[src/rtl/regfile_pkg.sv]
`default_nettype none
// ============================================================================
// Module   : regfile_pkg
// Purpose  : Shared constants and types for the bypassing register file.
// Revision : 1.0
// ============================================================================
package regfile_pkg;

   localparam int ADDRESS_WIDTH = 5;
   localparam int DATA_WIDTH    = 32;

   localparam int WB_ALU  = 0;
   localparam int WB_LOAD = 1;

   typedef logic [ADDRESS_WIDTH-1:0] reg_addr_t;
   typedef logic [DATA_WIDTH-1:0]    reg_data_t;

endpackage
`default_nettype wire

[src/rtl/regfile_bypass_sb_if.sv]
`default_nettype none
// ============================================================================
// Module   : regfile_bypass_sb_if
// Purpose  : Decode/writeback bus into the register file and scoreboard.
// Revision : 1.0
// ============================================================================
interface regfile_bypass_sb_if #(
   parameter int ADDRESS_WIDTH = regfile_pkg::ADDRESS_WIDTH,
   parameter int DATA_WIDTH    = regfile_pkg::DATA_WIDTH,
   parameter int NUM_READ      = 2
);
   import regfile_pkg::*;

   logic [NUM_READ-1:0][ADDRESS_WIDTH-1:0] rd_addr;
   logic [NUM_READ-1:0][DATA_WIDTH-1:0]    rd_data;
   logic [NUM_READ-1:0]                    rd_busy;
   logic [1:0]                             we;
   logic [1:0][ADDRESS_WIDTH-1:0]          wr_addr;
   logic [1:0][DATA_WIDTH-1:0]             wr_data;
   logic                                   sb_set;
   logic [ADDRESS_WIDTH-1:0]               sb_addr;
   logic [DATA_WIDTH-1:0]                  dbg_data;

   modport master (
      output rd_addr, we, wr_addr, wr_data, sb_set, sb_addr,
      input  rd_data, rd_busy, dbg_data
   );

   modport slave (
      input  rd_addr, we, wr_addr, wr_data, sb_set, sb_addr,
      output rd_data, rd_busy, dbg_data
   );

endinterface
`default_nettype wire

[src/rtl/regfile_scoreboard.sv]
`default_nettype none
// ============================================================================
// Module   : regfile_scoreboard
// Purpose  : Per-register pending-write bits with per-read-port busy lookup.
// Revision : 1.0
// ============================================================================
module regfile_scoreboard #(
   parameter int ADDRESS_WIDTH = regfile_pkg::ADDRESS_WIDTH,
   parameter int NUM_READ      = 2,
   parameter int BYPASS        = 1
) (
   input  logic                                   clk,
   input  logic                                   rst,
   input  logic                                   sb_set,
   input  logic [ADDRESS_WIDTH-1:0]               sb_addr,
   input  logic [1:0]                             wr_eff,
   input  logic [1:0][ADDRESS_WIDTH-1:0]          wr_addr,
   input  logic [NUM_READ-1:0][ADDRESS_WIDTH-1:0] rd_addr,
   output logic [NUM_READ-1:0]                    rd_busy
);
   import regfile_pkg::*;

   localparam int c_depth = 2**ADDRESS_WIDTH;

   logic [c_depth-1:0] busy;
   logic [c_depth-1:0] busy_nxt;
   logic               wr_hit;

   // Set is applied after clear: a newly issued load is younger than the writeback.
   always_comb begin
      busy_nxt = busy;
      for (int k = 0; k < 2; k++) begin
         if (wr_eff[k]) busy_nxt[wr_addr[k]] = 1'b0;
      end
      if (sb_set && (sb_addr != '0)) busy_nxt[sb_addr] = 1'b1;
   end

   always_ff @(posedge clk) begin
      if (rst) busy <= '0;
      else     busy <= busy_nxt;
   end

   always_comb begin
      rd_busy = '0;
      wr_hit  = 1'b0;
      for (int i = 0; i < NUM_READ; i++) begin
         wr_hit = (wr_eff[WB_ALU]  && (wr_addr[WB_ALU]  == rd_addr[i])) ||
                  (wr_eff[WB_LOAD] && (wr_addr[WB_LOAD] == rd_addr[i]));
         rd_busy[i] = busy[rd_addr[i]] && !((BYPASS != 0) && wr_hit);
      end
   end

endmodule
`default_nettype wire

[src/rtl/regfile_bypass_sb.sv]
`default_nettype none
// ============================================================================
// Module   : regfile_bypass_sb
// Purpose  : Multi-read, dual-write register file with bypass and scoreboard.
// Revision : 1.0
// ============================================================================
module regfile_bypass_sb #(
   parameter int ADDRESS_WIDTH = regfile_pkg::ADDRESS_WIDTH,
   parameter int DATA_WIDTH    = regfile_pkg::DATA_WIDTH,
   parameter int NUM_READ      = 2,
   parameter int BYPASS        = 1,
   parameter int DEBUG_REG     = 10
) (
   input  logic               clk,
   input  logic               rst,
   regfile_bypass_sb_if.slave bus
);
   import regfile_pkg::*;

   localparam int                       c_depth   = 2**ADDRESS_WIDTH;
   localparam logic [ADDRESS_WIDTH-1:0] c_dbg_idx = ADDRESS_WIDTH'(DEBUG_REG);

   logic [DATA_WIDTH-1:0] mem [c_depth];
   logic [1:0]            wr_eff;
   logic [DATA_WIDTH-1:0] rd_val;

   // A write is effective only outside reset and never to r0.
   always_comb begin
      wr_eff = '0;
      for (int k = 0; k < 2; k++) begin
         wr_eff[k] = !rst && bus.we[k] && (bus.wr_addr[k] != '0);
      end
   end

   // Load port is written last so it wins an address collision.
   always_ff @(posedge clk) begin
      if (rst) begin
         for (int r = 0; r < c_depth; r++) mem[r] <= '0;
      end else begin
         if (wr_eff[WB_ALU])  mem[bus.wr_addr[WB_ALU]]  <= bus.wr_data[WB_ALU];
         if (wr_eff[WB_LOAD]) mem[bus.wr_addr[WB_LOAD]] <= bus.wr_data[WB_LOAD];
      end
   end

   always_comb begin
      bus.rd_data = '0;
      rd_val      = '0;
      for (int i = 0; i < NUM_READ; i++) begin
         rd_val = mem[bus.rd_addr[i]];
         if (BYPASS != 0) begin
            if (wr_eff[WB_ALU]  && (bus.wr_addr[WB_ALU]  == bus.rd_addr[i])) rd_val = bus.wr_data[WB_ALU];
            if (wr_eff[WB_LOAD] && (bus.wr_addr[WB_LOAD] == bus.rd_addr[i])) rd_val = bus.wr_data[WB_LOAD];
         end
         if (bus.rd_addr[i] == '0) rd_val = '0;
         bus.rd_data[i] = rd_val;
      end
   end

   assign bus.dbg_data = mem[c_dbg_idx];

   regfile_scoreboard #(
      .ADDRESS_WIDTH (ADDRESS_WIDTH),
      .NUM_READ      (NUM_READ),
      .BYPASS        (BYPASS)
   ) u_scoreboard (
      .clk     (clk),
      .rst     (rst),
      .sb_set  (bus.sb_set),
      .sb_addr (bus.sb_addr),
      .wr_eff  (wr_eff),
      .wr_addr (bus.wr_addr),
      .rd_addr (bus.rd_addr),
      .rd_busy (bus.rd_busy)
   );

endmodule
`default_nettype wire
[src/flat_wrapper.sv]
// flat-port wrapper written by rule: the top's interface ports become plain ports
module regfile_bypass_sb_flat import regfile_pkg::*;
#(
   parameter int ADDRESS_WIDTH = regfile_pkg::ADDRESS_WIDTH,
   parameter int DATA_WIDTH    = regfile_pkg::DATA_WIDTH,
   parameter int NUM_READ      = 2,
   parameter int BYPASS        = 1,
   parameter int DEBUG_REG     = 10
)
  (clk, rst, bus_rd_addr, bus_we, bus_wr_addr, bus_wr_data, bus_sb_set, bus_sb_addr, bus_rd_data, bus_rd_busy, bus_dbg_data);
  regfile_bypass_sb_if #(.ADDRESS_WIDTH(ADDRESS_WIDTH), .DATA_WIDTH(DATA_WIDTH), .NUM_READ(NUM_READ)) bus_i ();
  input  logic clk;
  input  logic rst;
  input wire logic [$bits(bus_i.rd_addr)-1:0] bus_rd_addr;
  input wire logic [$bits(bus_i.we)-1:0] bus_we;
  input wire logic [$bits(bus_i.wr_addr)-1:0] bus_wr_addr;
  input wire logic [$bits(bus_i.wr_data)-1:0] bus_wr_data;
  input wire logic [$bits(bus_i.sb_set)-1:0] bus_sb_set;
  input wire logic [$bits(bus_i.sb_addr)-1:0] bus_sb_addr;
  output wire logic [$bits(bus_i.rd_data)-1:0] bus_rd_data;
  output wire logic [$bits(bus_i.rd_busy)-1:0] bus_rd_busy;
  output wire logic [$bits(bus_i.dbg_data)-1:0] bus_dbg_data;
  assign bus_i.rd_addr = bus_rd_addr;
  assign bus_i.we = bus_we;
  assign bus_i.wr_addr = bus_wr_addr;
  assign bus_i.wr_data = bus_wr_data;
  assign bus_i.sb_set = bus_sb_set;
  assign bus_i.sb_addr = bus_sb_addr;
  assign bus_rd_data = bus_i.rd_data;
  assign bus_rd_busy = bus_i.rd_busy;
  assign bus_dbg_data = bus_i.dbg_data;
  regfile_bypass_sb #(.ADDRESS_WIDTH(ADDRESS_WIDTH), .DATA_WIDTH(DATA_WIDTH), .NUM_READ(NUM_READ), .BYPASS(BYPASS), .DEBUG_REG(DEBUG_REG)) u_core (.clk(clk), .rst(rst), .bus(bus_i));
endmodule
[config.mk]
export PLATFORM = sky130hd
export DESIGN_NAME = regfile_bypass_sb_flat
export DESIGN_NICKNAME = d
export VERILOG_FILES = /design/src/rtl/regfile_pkg.sv /design/src/rtl/regfile_bypass_sb_if.sv /design/src/rtl/regfile_scoreboard.sv /design/src/rtl/regfile_bypass_sb.sv /design/src/flat_wrapper.sv
export SDC_FILE = /design/constraint.sdc
export NUM_CORES = 2
export LEC_CHECK = 0
export CAP_MARGIN = 0
export CORE_MARGIN = 5
export CORE_UTILIZATION = 40
export CTS_CLUSTER_SIZE = 12
export DETAILED_ROUTE_END_ITERATION = 8
export GPL_TIMING_DRIVEN = 0
export SKIP_LAST_GASP = 1
export SLEW_MARGIN = 40
export SYNTH_ARGS = -nofsm -noshare
export SYNTH_HDL_FRONTEND = slang
export SYNTH_HIERARCHICAL = 1
export SYNTH_SLANG_ARGS = --single-unit
[constraint.sdc]
create_clock -name clk -period 4.9 [get_ports clk]
set_clock_uncertainty 0.2 [all_clocks]
set_input_delay 0.49 -clock clk [delete_from_list [all_inputs] [get_ports clk]]
set_output_delay 0.49 -clock clk [all_outputs]
set_load 0.01 [all_outputs]
==> flow_metrics.py <==
metrics = {
    "synthesis": {
        "synth_area_leaders": "edfxtp_1 47%, mux4_2 12%, nand2_1 8.5%",
        "synth_seq_cells": 1056,
        "yosysMostFrequentCell": "nand2_1",
        "avgSynthCellArea_sq_um": 10.87,
        "synth_edf_count": 1024,
        "synth-main-ff-cell": "edfxtp_1",
        "yosys.area.top_type": "edfxtp_1",
        "netlist_instances": 6015,
        "yosys.cell_types.count": 59,
        "yosysSeqAreaShare_pct": 48.01,
        "synth-warning-count": 6,
        "syn_area_sq_um": 65380,
        "synth_commonest_cells": "1480 x nand2_1, 1024 x edfxtp_1, 716 x o21ai_0, 462 x clkbuf_1, 350 x a22o_1",
        "synth-async-reset-ratio_pct": 0,
        "synth_top_cell_area_share_pct": 47.03,
    },
    "die": {
        "num_rows": 148,
        "fp.dieArea_sq_um": 171600,
        "start_util_pct": 40.21,
        "io_pins": 192,
        "core_area_sq_um": 162600,
        "die_height_microns": 414.3,
        "die_width_microns": 414.3,
    },
    "flow_run": {
        "cap_violations": 0,
    },
    "timing": {
        "fmax_ghz": 0.2004,
        "min_period_ns": 4.990,
        "drv_slew": 0,
        "tns_ns": -0.3445,
        "slew-limit-headroom_pct": 32.98,
        "post-route-period-util_pct": 101.8,
        "rsz0062_at_grt": "true",
        "hold_viol": 0,
        "worstMarginPinSlew_ns": 1.005,
        "worst_hold_slack_ns": 0.04766,
        "setup_viol": 7,
        "fin_ws_ns": -0.09048,
    },
    "power": {
        "comb_power_share_pct": 16.2,
        "netSwitchingPower_mw": 6.592,
        "p_int_mw": 16.92,
        "seqPwrFrac_pct": 45.7,
        "ir_worst_vdd_uv": 308.8,
        "p_leak_nw": 23.91,
        "p_sw_share_pct": 28.04,
        "clock_power_share_pct": 38.1,
        "power_density_nw_per_um2": 315.0,
    },
    "global_route": {
        "grt_antenna_before_repair": 23,
        "grt_pass1_wl_microns": 393100,
        "grt_pass1_vias": 53110,
        "gr-total-overflow": 0,
        "grtUsageTotal_pct": 31.98,
        "grt_max_degree": 33,
    },
    "clocking": {
        "cts_root_buf": "clkbuf_16",
        "cts_buffers": 115,
        "clkSinkCount": 1056,
        "cts_buffer_depth": 3,
        "clk_pin_slew_ns": 0.06,
        "cts_tree": "built",
        "htree_levels": 3,
        "insertion_delay_ns": 0.75,
    },
    "worst_setup_path": {
        "critPathArrivalTime_ns": 4.30,
        "path_delay_family": "buffers and inverters",
        "rr_worst_depth": 2,
        "cp-start-kind": "input port",
        "path_buf_inv": 4,
        "required_ns": 4.21,
        "slowest_delay_ns": 0.73,
        "crit_path_top_delay_cell": "clkdlybuf4s50_1",
        "endpoint": "bus_rd_data[10]",
        "regToRegSetupSlack_ns": 3.99,
        "r2r-start": "u_core/u_scoreboard/busy[0]$_SDFF_PP0_",
        "r2r-end": "u_core/u_scoreboard/busy[0]$_SDFF_PP0_",
        "crit_start": "bus_rd_addr[4]",
        "cp-end-kind": "output pin",
        "path_class": "input port to output pin",
        "path_common_cell": "clkdlybuf4s50_1",
        "cp.depth": 8,
        "critPathMaxFanout": 11,
        "path_cells": "clkdlybuf4s50_1, buf_2, nor2b_2, clkbuf_2, a22oi_1, a22o_1, o221ai_2, clkdlybuf4s50_1",
    },
    "detailed_routing": {
        "drt_iter0_markers": 8619,
        "dr_total_vias": 55690,
        "postRouteAntennaNets": 0,
        "dr.pass1.iters": 7,
        "vias_per_cell": 6.457,
        "drt-wirelength-per-cell_microns": 33.30,
        "route.detailed.drc": 0,
        "wirelength_microns": 287200,
    },
    "min_path": {
        "hold_start": "bus_wr_data[44]",
        "hold_class": "input port to flop",
    },
    "finish": {
        "syn_to_final_growth_pct": 14.13,
        "final_layout_size_suffix_gt1_share_pct": 17.96,
        "nets": 6435,
    },
    "run_status": {
        "violations": "setup timing",
        "status": "complete, but fails checks",
    },
    "place": {
        "post-dp-hpwl_microns": 235400,
        "pre_cts_slack_ns": -0.4694,
        "place.gp.congestion": 1.030,
        "portBuffers": 142,
    },
}
-- per-layer routing --
| layer | vias up | GRT usage (%) | wire (microns) |
|---|---|---|---|
| met4 | 8 | 18.12 | 18540 |
| met2 | 3917 | 48.50 | 124900 |
| li1 | 23330 | - | - |
| met1 | 27760 | 41.19 | 106500 |
| met3 | 680 | 9.115 | 37130 |
| met5 | - | 0 | 77 |
-- cell usage in the layout, fill, tap and decap left out, types with 63 or more instances in the layout --
cell type	n
nand2_1	1480
nor2_1	84
a22o_1	350
o21ai_0	709
edfxtp_1	1024
a22oi_1	126
mux4_2	336
o221ai_1	63
mux2i_1	272
clkbuf_1	449
o22ai_1	64
buf_2	205
clkdlybuf4s50_1	141
buf_1	87
mux2_2	128
clkbuf_16	120
-- worst min path at each step --
stage                                                        end  depth (start not counted)
after detailed placement  u_core/u_scoreboard/busy[0]$_SDFF_PP0_                          2
after CTS                            u_core/mem[3][25]$_DFFE_PP_                          2
final                                u_core/mem[4][12]$_DFFE_PP_                          2
after global placement    u_core/u_scoreboard/busy[0]$_SDFF_PP0_                          2
after floorplan           u_core/u_scoreboard/busy[0]$_SDFF_PP0_                          2
after global routing                 u_core/mem[4][23]$_DFFE_PP_                          2
-- what timing repair did --
action	4_1_cts	5_1_grt
setup buffers	4	0
pin swaps	1	0
setup endpoints to repair	56	35
hold buffers	1	0
resized for setup	20	50
hold endpoints to repair	1	0
-- state kept, by name (all words and copies together) (netlist names) --
| signal | cells |
|---|---|
| u_core/u_scoreboard/busy | 32 |
| u_core/mem | 1024 |
-- area by class of cell --
class / instances / area (sq um)
flip-flops and latches: 1056 / 31390
clock buffers: 142 / 3095
diodes: 20 / 50.05
plain buffers: 787 / 3431
well taps: 2175 / 2721
repair buffers: 178 / 2177
multi-input cells: 4171 / 30980
inverters: 32 / 120.1
fillers: 15050 / 87970
clock inverters: 64 / 651.9
-- power groups by stage --
stage / Sequential (mW) / Combinational, mW / Clock (mW)
6_report: 10.7 / 3.81 / 8.96
5_1_grt: 10.8 / 3.86 / 9.38
4_1_cts: 10.7 / 3.62 / 9.03
3_5_place_dp: 10.9 / 3.60 / 0
3_3_place_gp: 10.9 / 3.47 / 0
2_1_floorplan: 10.8 / 2.03 / 0
-- metrics by stage --
step                instance area [sq um]  std cells  util (%)  total power, mW
CTS                                 74390       8605     45.75            23.38
detailed placement                  70530       8394     43.38            14.50
global route                        74610       8619     45.89            24.02
floorplan                           65500       6046         -            12.82
global placement                    69640       8363     42.83            14.37
finish                              74620       8625     45.90            23.51
-- logic make-up after synthesis --
family	after synthesis	share of synthesized area [%]
and+or+nand+nor	1726	10.76
DFF	1056	48.01
xor gates and xnor gates	40	0.5359
muxes	736	17.94
other	1	0.005736
buffers and inverters	819	5.334
AOI/OAI and AO/OA	1637	17.41
Power figures use the tool's default switching activity.
